**src/rtl/roic_readout_scheduler.sv**
```systemverilog
// Round-robin ROIC readout scheduler: walks every channel for each line of a frame.
// Optional idle-timeout skip of a stalled channel is enabled with ROIC_SCHED_TIMEOUT_EN.
module roic_readout_scheduler #(
    parameter int NUM_ROIC    = 12,
    parameter int TIMEOUT_CYC = 1024
) (
    input  logic                clk_100mhz,
    input  logic                rst_100mhz,
    input  logic                start,
    input  logic                abort,
    input  logic [15:0]         max_v_count,
    input  logic [15:0]         max_h_count,
    input  logic [NUM_ROIC-1:0] roic_valid,
    input  logic                tready,
    output logic [NUM_ROIC-1:0] data_read_req,
    output logic [3:0]          roic_sel,
    output logic                beat,
    output logic                tlast,
    output logic                frame_start,
    output logic                frame_done,
    output logic [15:0]         line_cnt,
    output logic                busy,
    output logic                err_timeout
);

    localparam logic [2:0] ST_IDLE   = 3'd0;
    localparam logic [2:0] ST_FSTART = 3'd1;
    localparam logic [2:0] ST_XFER   = 3'd2;
    localparam logic [2:0] ST_NEXT   = 3'd3;
    localparam logic [2:0] ST_FDONE  = 3'd4;

    localparam logic [3:0] LAST_SEL = 4'(NUM_ROIC - 1);

    if (NUM_ROIC < 1 || NUM_ROIC > 16 || TIMEOUT_CYC < 1) begin : g_param_check
        $error("roic_readout_scheduler: NUM_ROIC must be 1..16 and TIMEOUT_CYC >= 1");
    end

    // Handshake: a word moves when the selected channel is valid and tready is high
    // during XFER; data_read_req is held steady on that channel across stalls.
    logic [2:0]  state;
    logic [2:0]  state_nxt;
    logic [15:0] v_lat;
    logic [15:0] h_lat;
    logic [15:0] word_cnt;
    logic        sel_valid;
    logic        last_word;
    logic        seg_end;
    logic        last_chan;
    logic        last_line;
    logic        start_ok;
    logic        idle_hit;

    always_comb begin
        sel_valid = 1'b0;
        for (int i = 0; i < NUM_ROIC; i++) begin
            if (roic_sel == 4'(i)) begin
                sel_valid = roic_valid[i];
            end
        end
    end

    always_comb begin
        data_read_req = '0;
        if (state == ST_XFER) begin
            for (int i = 0; i < NUM_ROIC; i++) begin
                data_read_req[i] = (roic_sel == 4'(i));
            end
        end
    end

    assign beat        = (state == ST_XFER) && sel_valid && tready;
    assign last_word   = (word_cnt == h_lat - 16'd1);
    assign seg_end     = beat && last_word;
    assign last_chan   = (roic_sel == LAST_SEL);
    assign last_line   = (line_cnt == v_lat - 16'd1);
    assign tlast       = seg_end && last_chan;
    assign frame_start = (state == ST_FSTART);
    assign frame_done  = (state == ST_FDONE);
    assign busy        = (state != ST_IDLE);
    assign start_ok    = (state == ST_IDLE) && start && !abort &&
                         (max_v_count != 16'd0) && (max_h_count != 16'd0);

    always_comb begin
        state_nxt = state;
        case (state)
            ST_IDLE: begin
                if (start_ok) begin
                    state_nxt = ST_FSTART;
                end
            end
            ST_FSTART: state_nxt = ST_XFER;
            ST_XFER: begin
                if (seg_end || idle_hit) begin
                    state_nxt = ST_NEXT;
                end
            end
            ST_NEXT: begin
                if (last_chan && last_line) begin
                    state_nxt = ST_FDONE;
                end else begin
                    state_nxt = ST_XFER;
                end
            end
            ST_FDONE: state_nxt = ST_IDLE;
            default:  state_nxt = ST_IDLE;
        endcase
        if (abort) begin
            state_nxt = ST_IDLE;
        end
    end

    // On the final line the line index holds at max_v_count-1 so it never overshoots while busy.
    always_ff @(posedge clk_100mhz or posedge rst_100mhz) begin
        if (rst_100mhz) begin
            state    <= ST_IDLE;
            v_lat    <= '0;
            h_lat    <= '0;
            word_cnt <= '0;
            line_cnt <= '0;
            roic_sel <= '0;
        end else begin
            state <= state_nxt;
            if (abort) begin
                word_cnt <= '0;
                line_cnt <= '0;
                roic_sel <= '0;
            end else begin
                case (state)
                    ST_IDLE: begin
                        if (start_ok) begin
                            v_lat <= max_v_count;
                            h_lat <= max_h_count;
                        end
                    end
                    ST_FSTART: begin
                        word_cnt <= '0;
                        line_cnt <= '0;
                        roic_sel <= '0;
                    end
                    ST_XFER: begin
                        if (seg_end || idle_hit) begin
                            word_cnt <= '0;
                        end else if (beat) begin
                            word_cnt <= word_cnt + 16'd1;
                        end
                    end
                    ST_NEXT: begin
                        if (last_chan) begin
                            roic_sel <= '0;
                            if (!last_line) begin
                                line_cnt <= line_cnt + 16'd1;
                            end
                        end else begin
                            roic_sel <= roic_sel + 4'd1;
                        end
                    end
                    default: begin
                    end
                endcase
            end
        end
    end

`ifdef ROIC_SCHED_TIMEOUT_EN
    localparam int IW = $clog2(TIMEOUT_CYC + 1);

    logic [IW-1:0] idle_cnt;

    // Fires on the XFER cycle that would bring the idle count up to TIMEOUT_CYC.
    assign idle_hit = (state == ST_XFER) && !beat && (idle_cnt == IW'(TIMEOUT_CYC - 1));

    always_ff @(posedge clk_100mhz or posedge rst_100mhz) begin
        if (rst_100mhz) begin
            idle_cnt    <= '0;
            err_timeout <= 1'b0;
        end else begin
            if (abort) begin
                idle_cnt <= '0;
            end else if (state != ST_XFER && state_nxt == ST_XFER) begin
                idle_cnt <= '0;
            end else if (state == ST_XFER) begin
                if (beat || idle_hit) begin
                    idle_cnt <= '0;
                end else begin
                    idle_cnt <= idle_cnt + 1'b1;
                end
            end

            if (start_ok) begin
                err_timeout <= 1'b0;
            end else if (idle_hit && !abort) begin
                err_timeout <= 1'b1;
            end
        end
    end
`else
    assign idle_hit    = 1'b0;
    assign err_timeout = 1'b0;
`endif

endmodule
```
**config.mk**
```make
export PLATFORM = sky130hd
export DESIGN_NAME = roic_readout_scheduler
export DESIGN_NICKNAME = d
export VERILOG_FILES = /design/src/rtl/roic_readout_scheduler.sv
export SDC_FILE = /design/constraint.sdc
export NUM_CORES = 1
export LEC_CHECK = 0
export CAP_MARGIN = 20
export CORE_UTILIZATION = 54
export CTS_CLUSTER_SIZE = 25
export DETAILED_ROUTE_END_ITERATION = 6
export PLACE_DENSITY = 0.79
export SLEW_MARGIN = 0
export SYNTH_ARGS = -nofsm -noshare
export SYNTH_HDL_FRONTEND = slang
export SYNTH_SLANG_ARGS = --single-unit
```
**constraint.sdc**
```tcl
create_clock -name clk_100mhz -period 4.4 [get_ports clk_100mhz]
set_input_delay 1.32 -clock clk_100mhz [delete_from_list [all_inputs] [get_ports clk_100mhz]]
set_output_delay 1.32 -clock clk_100mhz [all_outputs]
set_load 0.02 [all_outputs]
```
# == Yosys cells after proc, flatten, opt, wreduce, memory -nomap -nowiden ==
# Cells that the tools add are included.
# classes
multipliers,0
shift,0
eq_ne,22
muxes,29
n_lt_le_gt_ge,0
n_bitwise,1
reduce_logical,21
addsub,5
div_mod_pow,0
# ops
cell,count
two-way mux 16 bit,6
one-hot mux 16 bit (2 select lines),2
"adder 16 x 1 -> 16 bit, second input constant",2
== test 16 bit,2
nonzero test 16 bit,2
"subtractor 16 x 1 -> 16 bit, second input constant",2
"== test 4 x 3 -> 1 bit, second input constant",4
"== test 4 bit, second input constant",4
two-way mux 1 bit,12
two-way mux 12 bit,1
two-way mux 3 bit,4
"inequality test 3 bit, second input constant",4
one-hot mux 3 bit (4 select lines),1
logical AND 1 bit,9
nonzero test 3 bit,3
"== test 4 x 2 -> 1 bit, second input constant",2
two-way mux 4 bit,2
one-hot mux 4 bit (2 select lines),1
"== test 3 x 2 -> 1 bit, second input constant",2
AND reduction 3 bit,2
"adder 4 x 1 -> 4 bit, second input constant",1
"== test 4 x 1 -> 1 bit, second input constant",1
zero test 4 bit,1
"inequality test 4 bit, second input constant",1
6 further kinds,7
# totals
out_inout_bits,38
ff_bits,71
wordCells,84
mem_bits_ro,0
inputBits,49
ram_bits,0
mem_count,0
latchBits,0

# == Longest topological paths before layout ==
# depth
depth_word,19
depth_mapped,12
depth_no_buf,10

# == Worst setup path after synthesis ==
# OpenSTA, ideal clock, no wires.
# synth_path
path_kind,input to output
startpoint,in roic_valid[8]
endpoint,out tlast
cell_stages,6
n_path_buf,0
slack_ns,-0.159
arrival_ns,3.239
cell_sequence,nor3b_1 > o311ai_0 > o221ai_1 > a31oi_1 > nand3_1 > nor4_1
# synth_between
elab_chain_len,8
# synth_rtl
element,line_no,rtl
start: declaration,13,"input logic [NUM_ROIC-1:0] roic_valid,"
two-way mux 1 bit (4 in series),56,if (roic_sel == 4'(i)) begin
logical AND 1 bit (2 in series),71,assign beat = (state == ST_XFER) && sel_valid && tready;
via beat,17,"output logic beat,"
logical AND 1 bit,73,assign seg_end = beat && last_word;
logical AND 1 bit,76,assign tlast = seg_end && last_chan;
end: declaration,18,"output logic tlast,"
# The timed path passes the listed nets, and every way through them passes these cells.

# == Worst setup path in the final report ==
# layout_path
startpoint,reg h_lat[9]
endpoint,out tlast
# layout_between
elab_chain_len,4
# layout_rtl
element,line_no,rtl
start: declaration,43,logic [15:0] h_lat;
start signal: assignment,132,h_lat <= max_h_count;
subtractor 16 x 1 -> 16 bit,72,assign last_word = (word_cnt == h_lat - 16'd1);
== test 16 bit,72,
logical AND 1 bit,73,
logical AND 1 bit,76,
# Every way passes these cells.

==> flow_metrics.py <==
metrics = {
    "synth": {
        "synth_nets": 600,
        "yosys.area_share.simple_pct": 25.7,
        "synth-seq-cells": 71,
        "yosysTopAreaCell": "dfrtp_1",
        "synth_top_family_by_area": "simple AND/OR/NAND/NOR gates",
        "ys_warn_count": 0,
        "synth_area_leaders": "dfrtp_1 (36%), mux2_2 (7.6%), xnor2_1 (5.6%), o21ai_0 (2.7%), nand4_1 (2.6%)",
        "synth_compound_area_share_pct": 14.5,
        "avgSynthCellArea_sq_um": 8.97,
        "yosys.area_share.xor_xnor_pct": 8.10,
        "synth_cells": 543,
        "ys.flop_type": "dfrtp_1",
        "synthArstFlopShare_pct": 100,
        "netlist_area_sq_um": 4870,
        "synth-adder-area-share_pct": 2.06,
        "synth_enable_flop_cells": 0,
        "yosysTopAreaCellShare_pct": 36.5,
        "seq_area_frac_synth_pct": 36.5,
        "ys_types": 63,
        "muxShareOfSynthArea_pct": 8.66,
    },
    "power_and_ir_drop": {
        "vdd_drop_max_v": 0.000141,
        "power.density_nw_per_um2": 284,
        "power.leakage_nw": 2.33,
        "total_power_mw": 1.75,
    },
    "cells_and_area": {
        "nFillCells": 675,
        "seq_area_sq_um": 1780,
        "final_util_pct": 70.6,
        "antenna_cells": 0,
        "final_cell_count_no_fill": 744,
        "multi_input_area_sq_um": 2960,
        "finalInstanceArea_sq_um": 6150,
        "layout-drive-gt1-share_pct": 15.6,
        "nNetsFinal": 688,
        "area_delta_synth_final_pct": 26.4,
    },
    "floorplan": {
        "coreArea_sq_um": 8720,
        "num_rows": 34,
        "io_pins": 87,
        "die_y_um": 97.0,
        "die_w_um": 97.0,
        "start_util_pct": 55.8,
        "dieArea_sq_um": 9400,
    },
    "sta": {
        "tightest_slew_ps": 915,
        "hold_ws_ps": 536,
        "finalHoldViolations": 0,
        "setup_ws_ps": 119,
        "rsz0062_at_grt": "false",
        "finalSetupViolations": 0,
        "skew_ps": 11.2,
        "tns_ps": 0,
        "min_period_over_period_pct": 97.3,
        "layout_min_cycle_time_ps": 4280,
        "fmax_mhz": 234,
        "relSlewSlack_pct": 39.0,
        "slew_violations": 0,
    },
    "critical_path": {
        "cp.required_ps": 3080,
        "end_kind": "primary output",
        "cpMostUsedCell": "or4_1",
        "crit_fanout": 5,
        "critPathKind": "flop to primary output",
        "r2r-end": "line_cnt[12]$_DFFE_PP0P_",
        "path_cells": "or4_1 -> or3_4 -> or4_1 -> o32ai_1 -> o22ai_2 -> nor4_2 -> buf_2",
        "reg2reg_depth": 11,
        "cpPeakStageDelay_ps": 570,
        "regToRegSetupSlack_ps": 1010,
        "crit_slowest_cell": "or4_1",
        "crit_arrival_ps": 2960,
        "setup.worst_path.start_class": "flop",
        "reg2reg_from": "v_lat[0]$_DFFE_PP0P_",
    },
    "routing": {
        "drt-pass1-iter-count": 4,
        "routed_via_density": 6.16,
        "antenna_left": 0,
        "wl_um": 12500,
        "vias": 4584,
        "drc": 0,
        "drt_iter0_drc": 213,
        "routedWlPerCell_um": 16.9,
    },
    "global_route": {
        "grt_util_all_layers_pct": 27.8,
        "grt_max_degree": 72,
        "grt_pass1_wl_um": 21400,
        "grt_pass1_vias": 4383,
        "grt_overflow_total": 0,
        "grt_antenna_before_repair": 0,
    },
    "min_path": {
        "hp-class": "flop to flop",
        "hp-start": "h_lat[14]$_DFFE_PP0P_",
        "min_to": "h_lat[14]$_DFFE_PP0P_",
        "hold_path_depth": 1,
    },
    "clock_tree": {
        "clock_latency_ps": 350,
        "root_buffer": "clkbuf_8",
        "cts_sinks": 71,
        "postCtsSetupBuffers": 0,
        "numCtsBuffers": 9,
        "cts_tree": "built",
        "postCtsHoldBufs": 0,
        "clockBufferDepth": 2,
        "htreeDepth": 3,
        "clk_pin_slew_worst_paths_ps": 80,
    },
    "placed_design": {
        "post_dp_cell_area_sq_um": 5900,
        "post-place-ws_ps": -736,
        "dp_cells": 728,
        "hpwl_um": 9350,
        "gp_congestion": 0.915,
        "numPortBuffers": 85,
    },
    "flow_run": {
        "max-cap-violations": 0,
    },
    "outcome": {
        "status": "finished clean",
    },
}
## registers in the layout, indices dropped and copies added, names as in the netlist
register / cells
h_lat: 16
line_cnt: 16
v_lat: 16
word_cnt: 16
roic_sel: 4
state: 3
## synth_stat cells (7+ instances only)
cell type	count
nor4_1	19
clkbuf_1	26
xor2_1	14
nand2b_1	10
inv_1	21
and2_1	14
nand2_1	33
a31oi_1	10
o21ai_0	26
ha_1	8
a211oi_1	7
xnor2_1	31
nand3_1	21
or3_1	19
and3_1	10
a21oi_1	24
o22ai_1	8
nor3_1	14
dfrtp_1	71
mux2_2	33
nor2_1	26
nand4_1	20
## power breakdown
part | switching [mW] | internal [mW] | leakage [nW]
Sequential | 0.0792 | 0.711 | 0.919
Combinational | 0.210 | 0.223 | 1.32
Clock | 0.249 | 0.276 | 0.0916
Total | 0.538 | 1.21 | 2.33
## cell type report
type | count | share of cell area [%]
Clock inverter | 5 | 0.935
Multi-Input combinational cell | 421 | 48.1
Clock buffer | 11 | 2.30
Tap cell | 108 | 2.20
Timing Repair Buffer | 107 | 16.3
Inverter | 21 | 1.28
Sequential cell | 71 | 28.9
## layer usage
layer | global-route usage, % | share of wire [%] | routed length [um]
met1 | 38.8 | 46 | 5810
met2 | 43.1 | 46 | 5770
met3 | 5.78 | 6.1 | 771
met4 | 9.30 | 1.5 | 189
met5 | 0 | 0 | 0
## cells by family (layout without fill, tap and decap cells)
family                     Yosys count  after routing
and+or+nand+nor                    220            220
AOI/OAI and AO/OA                  109            109
DFF                                 71             71
buffers and inverters               51            144
xor gates and xnor gates            45             45
muxes                               38             38
adders and majority gates            8              8
other                                1              1
## how the worst max path moves through the flow
| stage | endpoint | slack, ps | cells after the start | start |
|---|---|---|---|---|
| floorplan | tlast | 40 | 6 | roic_valid[8] |
| CTS | tlast | 9 | 8 | roic_valid[3] |
| global route | tlast | 0.5 | 11 | h_lat[1]$_DFFE_PP0P_ |
| global placement | tlast | -690 | 8 | roic_valid[8] |
| finish | tlast | 120 | 7 | h_lat[9]$_DFFE_PP0P_ |
| detailed placement | tlast | -740 | 8 | roic_valid[8] |
## what timing repair did
item | 4_1_cts | 5_1_grt
gates resized for setup | 22 | 9
setup endpoints to repair | 2 | 1
pin swaps | 8 | 5
## placed cells by master (no fill, tap or decap), types with 7 or more instances in the layout
master / Yosys / final
a21oi_1: 24 / 22
a31oi_1: 10 / 9
and2_1: 14 / 14
and3_1: 10 / 10
buf_4: 1 / 22
clkbuf_8: 0 / 10
clkdlybuf4s50_1: 0 / 75
dfrtp_1: 71 / 70
dlygate4sd2_1: 0 / 8
ha_1: 8 / 7
inv_1: 21 / 20
mux2_2: 33 / 33
nand2_1: 33 / 33
nand2b_1: 10 / 10
nand3_1: 21 / 21
nand4_1: 20 / 20
nor2_1: 26 / 26
nor3_1: 14 / 12
nor4_1: 19 / 18
o21ai_0: 26 / 25
o22ai_1: 8 / 7
or3_1: 19 / 19
xnor2_1: 31 / 31
xor2_1: 14 / 14
## critical path, delay by kind of cell, from the launching register on
family	cells	cell delay (ps)
buf+inv	1	210
simple gates	4	1630
compound gates	2	320
flops	1	450
Power figures use the tool's default switching activity.
